File: src/rtl/pagewb.sv
// Page write-back engine: streams one 4 KB BRAM page to DRAM as 32 AXI4 INCR bursts
// of 32 words, one burst outstanding at a time, with a sticky error flag for bad BRESPs.
module pagewb #(
    parameter int C_M_AXI_THREAD_ID_WIDTH = 1,
    parameter int C_M_AXI_ADDR_WIDTH      = 32,
    parameter int C_M_AXI_DATA_WIDTH      = 32,
    parameter int C_M_AXI_AWUSER_WIDTH    = 1,
    parameter int C_M_AXI_WUSER_WIDTH     = 1,
    parameter int C_M_AXI_BUSER_WIDTH     = 1
) (
    input  logic                                CLK,
    input  logic                                RST,
    input  logic                                START,
    input  logic [19:0]                         PAGE_ADDR,
    output logic                                BUSY,
    output logic                                DONE,
    output logic                                ERR,
    output logic [11:0]                         BRAM_ADDR,
    input  logic [31:0]                         BRAM_DOUT,
    output logic [C_M_AXI_THREAD_ID_WIDTH-1:0]  M_AXI_AWID,
    output logic [C_M_AXI_ADDR_WIDTH-1:0]       M_AXI_AWADDR,
    output logic [7:0]                          M_AXI_AWLEN,
    output logic [2:0]                          M_AXI_AWSIZE,
    output logic [1:0]                          M_AXI_AWBURST,
    output logic [1:0]                          M_AXI_AWLOCK,
    output logic [3:0]                          M_AXI_AWCACHE,
    output logic [2:0]                          M_AXI_AWPROT,
    output logic [3:0]                          M_AXI_AWQOS,
    output logic [C_M_AXI_AWUSER_WIDTH-1:0]     M_AXI_AWUSER,
    output logic                                M_AXI_AWVALID,
    input  logic                                M_AXI_AWREADY,
    output logic [C_M_AXI_DATA_WIDTH-1:0]       M_AXI_WDATA,
    output logic [C_M_AXI_DATA_WIDTH/8-1:0]     M_AXI_WSTRB,
    output logic                                M_AXI_WLAST,
    output logic [C_M_AXI_WUSER_WIDTH-1:0]      M_AXI_WUSER,
    output logic                                M_AXI_WVALID,
    input  logic                                M_AXI_WREADY,
    input  logic [C_M_AXI_THREAD_ID_WIDTH-1:0]  M_AXI_BID,
    input  logic [1:0]                          M_AXI_BRESP,
    input  logic [C_M_AXI_BUSER_WIDTH-1:0]      M_AXI_BUSER,
    input  logic                                M_AXI_BVALID,
    output logic                                M_AXI_BREADY
);

    typedef enum logic [2:0] {
        S_IDLE = 3'd0,
        S_AW   = 3'd1,
        S_RD   = 3'd2,
        S_W    = 3'd3,
        S_B    = 3'd4
    } state_t;

    state_t                          state_r;
    logic [C_M_AXI_ADDR_WIDTH-1:0]   awaddr_r;
    logic [11:0]                     offset_r;
    logic                            awvalid_r;
    logic                            wvalid_r;
    logic                            wlast_r;
    logic                            busy_r;
    logic                            done_r;
    logic                            err_r;
    logic                            unused_s;

    assign M_AXI_AWID    = {C_M_AXI_THREAD_ID_WIDTH{1'b0}};
    assign M_AXI_AWLEN   = 8'h1f;
    assign M_AXI_AWSIZE  = 3'b010;
    assign M_AXI_AWBURST = 2'b01;
    assign M_AXI_AWLOCK  = 2'b00;
    assign M_AXI_AWCACHE = 4'b0011;
    assign M_AXI_AWPROT  = 3'b000;
    assign M_AXI_AWQOS   = 4'b0000;
    assign M_AXI_AWUSER  = {C_M_AXI_AWUSER_WIDTH{1'b0}};
    assign M_AXI_WUSER   = {C_M_AXI_WUSER_WIDTH{1'b0}};
    assign M_AXI_WSTRB   = {(C_M_AXI_DATA_WIDTH/8){1'b1}};
    assign M_AXI_BREADY  = 1'b1;

    assign M_AXI_AWADDR  = awaddr_r;
    assign M_AXI_AWVALID = awvalid_r;
    assign M_AXI_WVALID  = wvalid_r;
    assign M_AXI_WLAST   = wlast_r;
    // BRAM_ADDR is frozen during W, so the synchronous BRAM output stays stable as WDATA.
    assign M_AXI_WDATA   = BRAM_DOUT;
    assign BRAM_ADDR     = offset_r;
    assign BUSY          = busy_r;
    assign DONE          = done_r;
    assign ERR           = err_r;

    assign unused_s = &{1'b0, M_AXI_BID, M_AXI_BUSER};

    // Burst sequencer: AW -> (RD, W) x 32 -> B, repeated until the offset wraps to zero.
    always_ff @(posedge CLK) begin
        if (RST) begin
            state_r   <= S_IDLE;
            awaddr_r  <= {C_M_AXI_ADDR_WIDTH{1'b0}};
            offset_r  <= 12'd0;
            awvalid_r <= 1'b0;
            wvalid_r  <= 1'b0;
            wlast_r   <= 1'b0;
            busy_r    <= 1'b0;
            done_r    <= 1'b0;
            err_r     <= 1'b0;
        end else begin
            done_r <= 1'b0;
            case (state_r)
                S_IDLE: begin
                    // busy_r is still set during the DONE cycle, which blocks a START there.
                    if (START && !busy_r) begin
                        awaddr_r  <= C_M_AXI_ADDR_WIDTH'({PAGE_ADDR, 12'h000});
                        offset_r  <= 12'd0;
                        err_r     <= 1'b0;
                        busy_r    <= 1'b1;
                        awvalid_r <= 1'b1;
                        state_r   <= S_AW;
                    end else begin
                        busy_r <= 1'b0;
                    end
                end
                S_AW: begin
                    if (M_AXI_AWREADY) begin
                        awvalid_r <= 1'b0;
                        state_r   <= S_RD;
                    end
                end
                S_RD: begin
                    wvalid_r <= 1'b1;
                    wlast_r  <= (offset_r[6:2] == 5'd31);
                    state_r  <= S_W;
                end
                S_W: begin
                    if (M_AXI_WREADY) begin
                        wvalid_r <= 1'b0;
                        wlast_r  <= 1'b0;
                        offset_r <= offset_r + 12'd4;
                        state_r  <= wlast_r ? S_B : S_RD;
                    end
                end
                S_B: begin
                    if (M_AXI_BVALID) begin
                        if (M_AXI_BRESP != 2'b00) begin
                            err_r <= 1'b1;
                        end
                        if (offset_r == 12'd0) begin
                            done_r  <= 1'b1;
                            state_r <= S_IDLE;
                        end else begin
                            awaddr_r  <= awaddr_r + C_M_AXI_ADDR_WIDTH'(128);
                            awvalid_r <= 1'b1;
                            state_r   <= S_AW;
                        end
                    end
                end
                default: begin
                    state_r   <= S_IDLE;
                    awvalid_r <= 1'b0;
                    wvalid_r  <= 1'b0;
                    wlast_r   <= 1'b0;
                    busy_r    <= 1'b0;
                end
            endcase
        end
    end

endmodule

File: config.mk
export PLATFORM = sky130hd
export DESIGN_NAME = pagewb
export DESIGN_NICKNAME = d
export VERILOG_FILES = /design/src/rtl/pagewb.sv
export SDC_FILE = /design/constraint.sdc
export NUM_CORES = 1
export LEC_CHECK = 0
export BUFFER_PORTS_ARGS = -buffer_cell sky130_fd_sc_hd__buf_2
export CAP_MARGIN = 25
export CELL_PAD_IN_SITES_DETAIL_PLACEMENT = 1
export CELL_PAD_IN_SITES_GLOBAL_PLACEMENT = 2
export CORE_MARGIN = 2
export CORE_UTILIZATION = 23
export DETAILED_ROUTE_END_ITERATION = 6
export PLACE_DENSITY = 0.82
export SLEW_MARGIN = 15
export SYNTH_ARGS = -nofsm -noshare
export SYNTH_HDL_FRONTEND = slang
export SYNTH_SLANG_ARGS = --single-unit
File: constraint.sdc
create_clock -name CLK -period 2.2 [get_ports CLK]
set_input_delay 0.44 -clock CLK [delete_from_list [all_inputs] [get_ports CLK]]
set_output_delay 0.44 -clock CLK [all_outputs]
set_load 0.05 [all_outputs]
==> metrics.cfg <==
[status]
run_status = finished clean

[cells_and_area]
fin_nets = 518
layoutNonFillerInstCount = 629
finished_cell_area_um2 = 3540
final_common_cell = sky130_fd_sc_hd__buf_2
post_route_cells_drive_above_1_share_pct = 23.8
fin_util_pct = 26.6
area_growth_pct = 12.7
antenna-diode-count = 0
mostFrequentLayoutCells = sky130_fd_sc_hd__buf_2 (68), sky130_fd_sc_hd__dfxtp_1 (44), sky130_fd_sc_hd__conb_1 (43), sky130_fd_sc_hd__a21oi_1 (37), sky130_fd_sc_hd__nand2_1 (33)
n_fill_cell = 1659

[place]
io_buffer_count = 68
postPlaceCellArea_um2 = 3360
post-dp-hpwl_mm = 7.09
pre_cts_slack_ns = 0.157
dpl.cell_count = 621
globalplace.congestion = 0.796

[setup_path]
worstPathArrival_ns = 2.21
setup.worst_path.start_class = register
path_max_fanout = 7
worst_ep_required_time_ns = 2.40
critPathMaxStageDelay_ns = 0.74
worstSetupEndpointType = register
crit_path_category = register to register
critical_path.cell_chain = nand3_2 > or4_1 > o21ai_0 > a21oi_1 > nor4_1
timing.critical_path.slowest_stage_cell = sky130_fd_sc_hd__or4_1
r2r_slack_ns = 0.19

[floorplanning]
dieWidth_um = 121
core_um2 = 13300
dieArea_um2 = 14600
row_count = 42
floorplan.io_pins = 178
start_util_pct = 23.6
die-height_um = 121

[timing]
grt_setup_unrepaired = false
finalHoldViolations = 0
setup_slack_ns = 0.186
final_report_setup_violation_count = 0
worst_clock_skew_ns = 0.00658
post-route-period-util_pct = 91.6
final_slew_violations = 0
tightest_slew_ns = 0.553
finalHoldWorstSlack_ns = 0.442
finalCriticalPeriod_ns = 2.01
fmax_ghz = 0.496
timing.setup.tns_ns = 0
timing.slew.headroom_pct = 62.8

[grt]
largest_net_degree_at_the_start_of_global_routing = 35
antenna_found_initial = 0
globalRoute.totalOverflow = 0
groute.usage.overall_pct = 12.7
grt_pass1_wl_mm = 14.9
first_global_vias = 2894

[routing]
first_drt_pass_iteration_count = 4
drc = 0
top_signal_layer_used = met4
avg_vias_per_cell = 4.73
dr_total_vias = 2978
wl_met2_mm = 4.76
detail_route.wirelength.met1_mm = 4.13
postRouteWirelength_mm = 9.41
dr_wl_met3_um = 470
drt-initial-drc-count = 126
route.detailed.wl_per_inst_um = 15.0
count_of_antenna_violating_nets_left_after_detailed_routing = 0

[synthesis]
synthesis.area_per_instance_um2 = 7.61
synth.lib_cells_used.distinct = 55
synth-edff-count = 0
async_set_reset_flop_share_out_of_synthesis_pct = 0
ys_seq_elements = 44
post_synth_instance_area_um2 = 3140
synth_sequential_area_ratio_pct = 28.0
synthCells = 413
yosysWarningCount = 0
dominantRegCellSynth = sky130_fd_sc_hd__dfxtp_1

[pwr]
net_sw_share_pct = 36.9
cellInternalPower_mw = 1.64
irDropWorstVdd_mv = 0.299
power-per-cell-area_nw_per_um2 = 734
pwr-share-seq_pct = 35.3
p_sw_uw = 959
power_leakage_nw = 1.48
power_frac_clock_pct = 35.8
design_power_total_mw = 2.60
combPwrFrac_pct = 28.9

[cts]
clk_path_buf_depth = 2
clock_latency_ns = 0.29
post_cts.repair.setup_buffers = 0
post_cts_resize_count = 0
clock-root-buffer = sky130_fd_sc_hd__clkbuf_16
cts_buffers = 5
cts_tree = done
ctsHoldBuffers = 0
clk_pin_slew_worst_paths_ns = 0.07
h-tree-depth = 2
cts.sinks = 44

[min_path]
hold_path.class = register to register

[flow_run]
cap_violations = 0

-- synth_stat cells (all sizes together), types with 2 or more instances --
master / instances / area (um2)
a21boi: 3 / 33.8
or3b: 2 / 20.0
o31a: 2 / 17.5
ha: 4 / 50.1
o22ai: 2 / 12.5
a2bb2oi: 2 / 17.5
a31oi: 3 / 18.8
o21ai: 15 / 75.1
and2: 3 / 18.8
inv: 11 / 41.3
conb: 2 / 7.51
and4: 3 / 26.3
o32ai: 3 / 26.3
or3: 4 / 25.0
o31ai: 4 / 30.0
buf: 80 / 597
nand3: 25 / 130
nand2: 33 / 124
xnor2: 3 / 26.3
nor3: 11 / 55.1
dfxtp: 44 / 881
and3: 6 / 37.5
a21o: 3 / 22.5
a41o: 2 / 20.0
nand2b: 8 / 50.1
nor4: 10 / 68.8
nor2: 27 / 104
a21oi: 37 / 185
clkbuf: 19 / 71.3
xor2: 9 / 78.8
a211oi: 8 / 60.1
nand4: 9 / 56.3
-- metal layers --
metal / GRT usage (%) / vias up
met3: 2.68 / 8
met5: 0 / -
met4: 2.18 / 0
met1: 15.7 / 1469
met2: 22.8 / 82
li1: - / 1419
-- worst paths after layout --
| path | start | to | cells past startpoint |
|---|---|---|---|
| setup reg to reg | M_AXI_AWADDR[16] | M_AXI_AWADDR[23] | 5 |
| setup / recovery | M_AXI_AWADDR[16] | M_AXI_AWADDR[23] | 5 |
| hold / removal | ERR | ERR | 2 |
| hold reg to reg | ERR | ERR | 2 |
-- logic make-up after synthesis --
group                      after synthesis  synth area share, %
AOI/OAI and AO/OA                       93                 19.6
xor gates and xnor gates                12                 3.35
adders and majority gates                4                 1.59
buffers and inverters                  110                 22.6
DFF                                     44                 28.0
other                                    2                0.239
and+or+nand+nor                        148                 24.6
-- critical path: cells and delay by family, from the launching register on --
kind / cells / cell delay, ns
DFF: 1 / 0.46
and+or+nand+nor: 3 / 1.15
AOI/OAI and AO/OA: 2 / 0.31
-- power by group through the flow --
stage | clock [mW] | sequential (mW) | combinational, mW
floorplan | 0 | 1.08 | 0.633
detailed placement | 0 | 0.934 | 0.754
finish | 0.930 | 0.918 | 0.753
global route | 0.981 | 0.927 | 0.808
CTS | 0.951 | 0.916 | 0.756
global placement | 0 | 0.930 | 0.744
-- registers in the layout, summed over array words and instances (netlist names) --
signal,count
BRAM_ADDR,10
ERR,1
M_AXI_AWADDR,25
BUSY,1
M_AXI_WVALID,1
M_AXI_WLAST,1
DONE,1
M_AXI_AWVALID,1
state_r,3
-- area by class of cell --
class | count | area, um2 | share of cell area (%)
Multi-Input combinational cell | 300 | 1710 | 48.3
Sequential cell | 44 | 881 | 24.9
Timing Repair Buffer | 90 | 505 | 14.3
Tap cell | 176 | 220 | 6.22
Clock buffer | 7 | 153 | 4.31
Inverter | 11 | 41.3 | 1.17
Clock inverter | 1 | 30.0 | 0.848
Power figures use the tool's default switching activity.
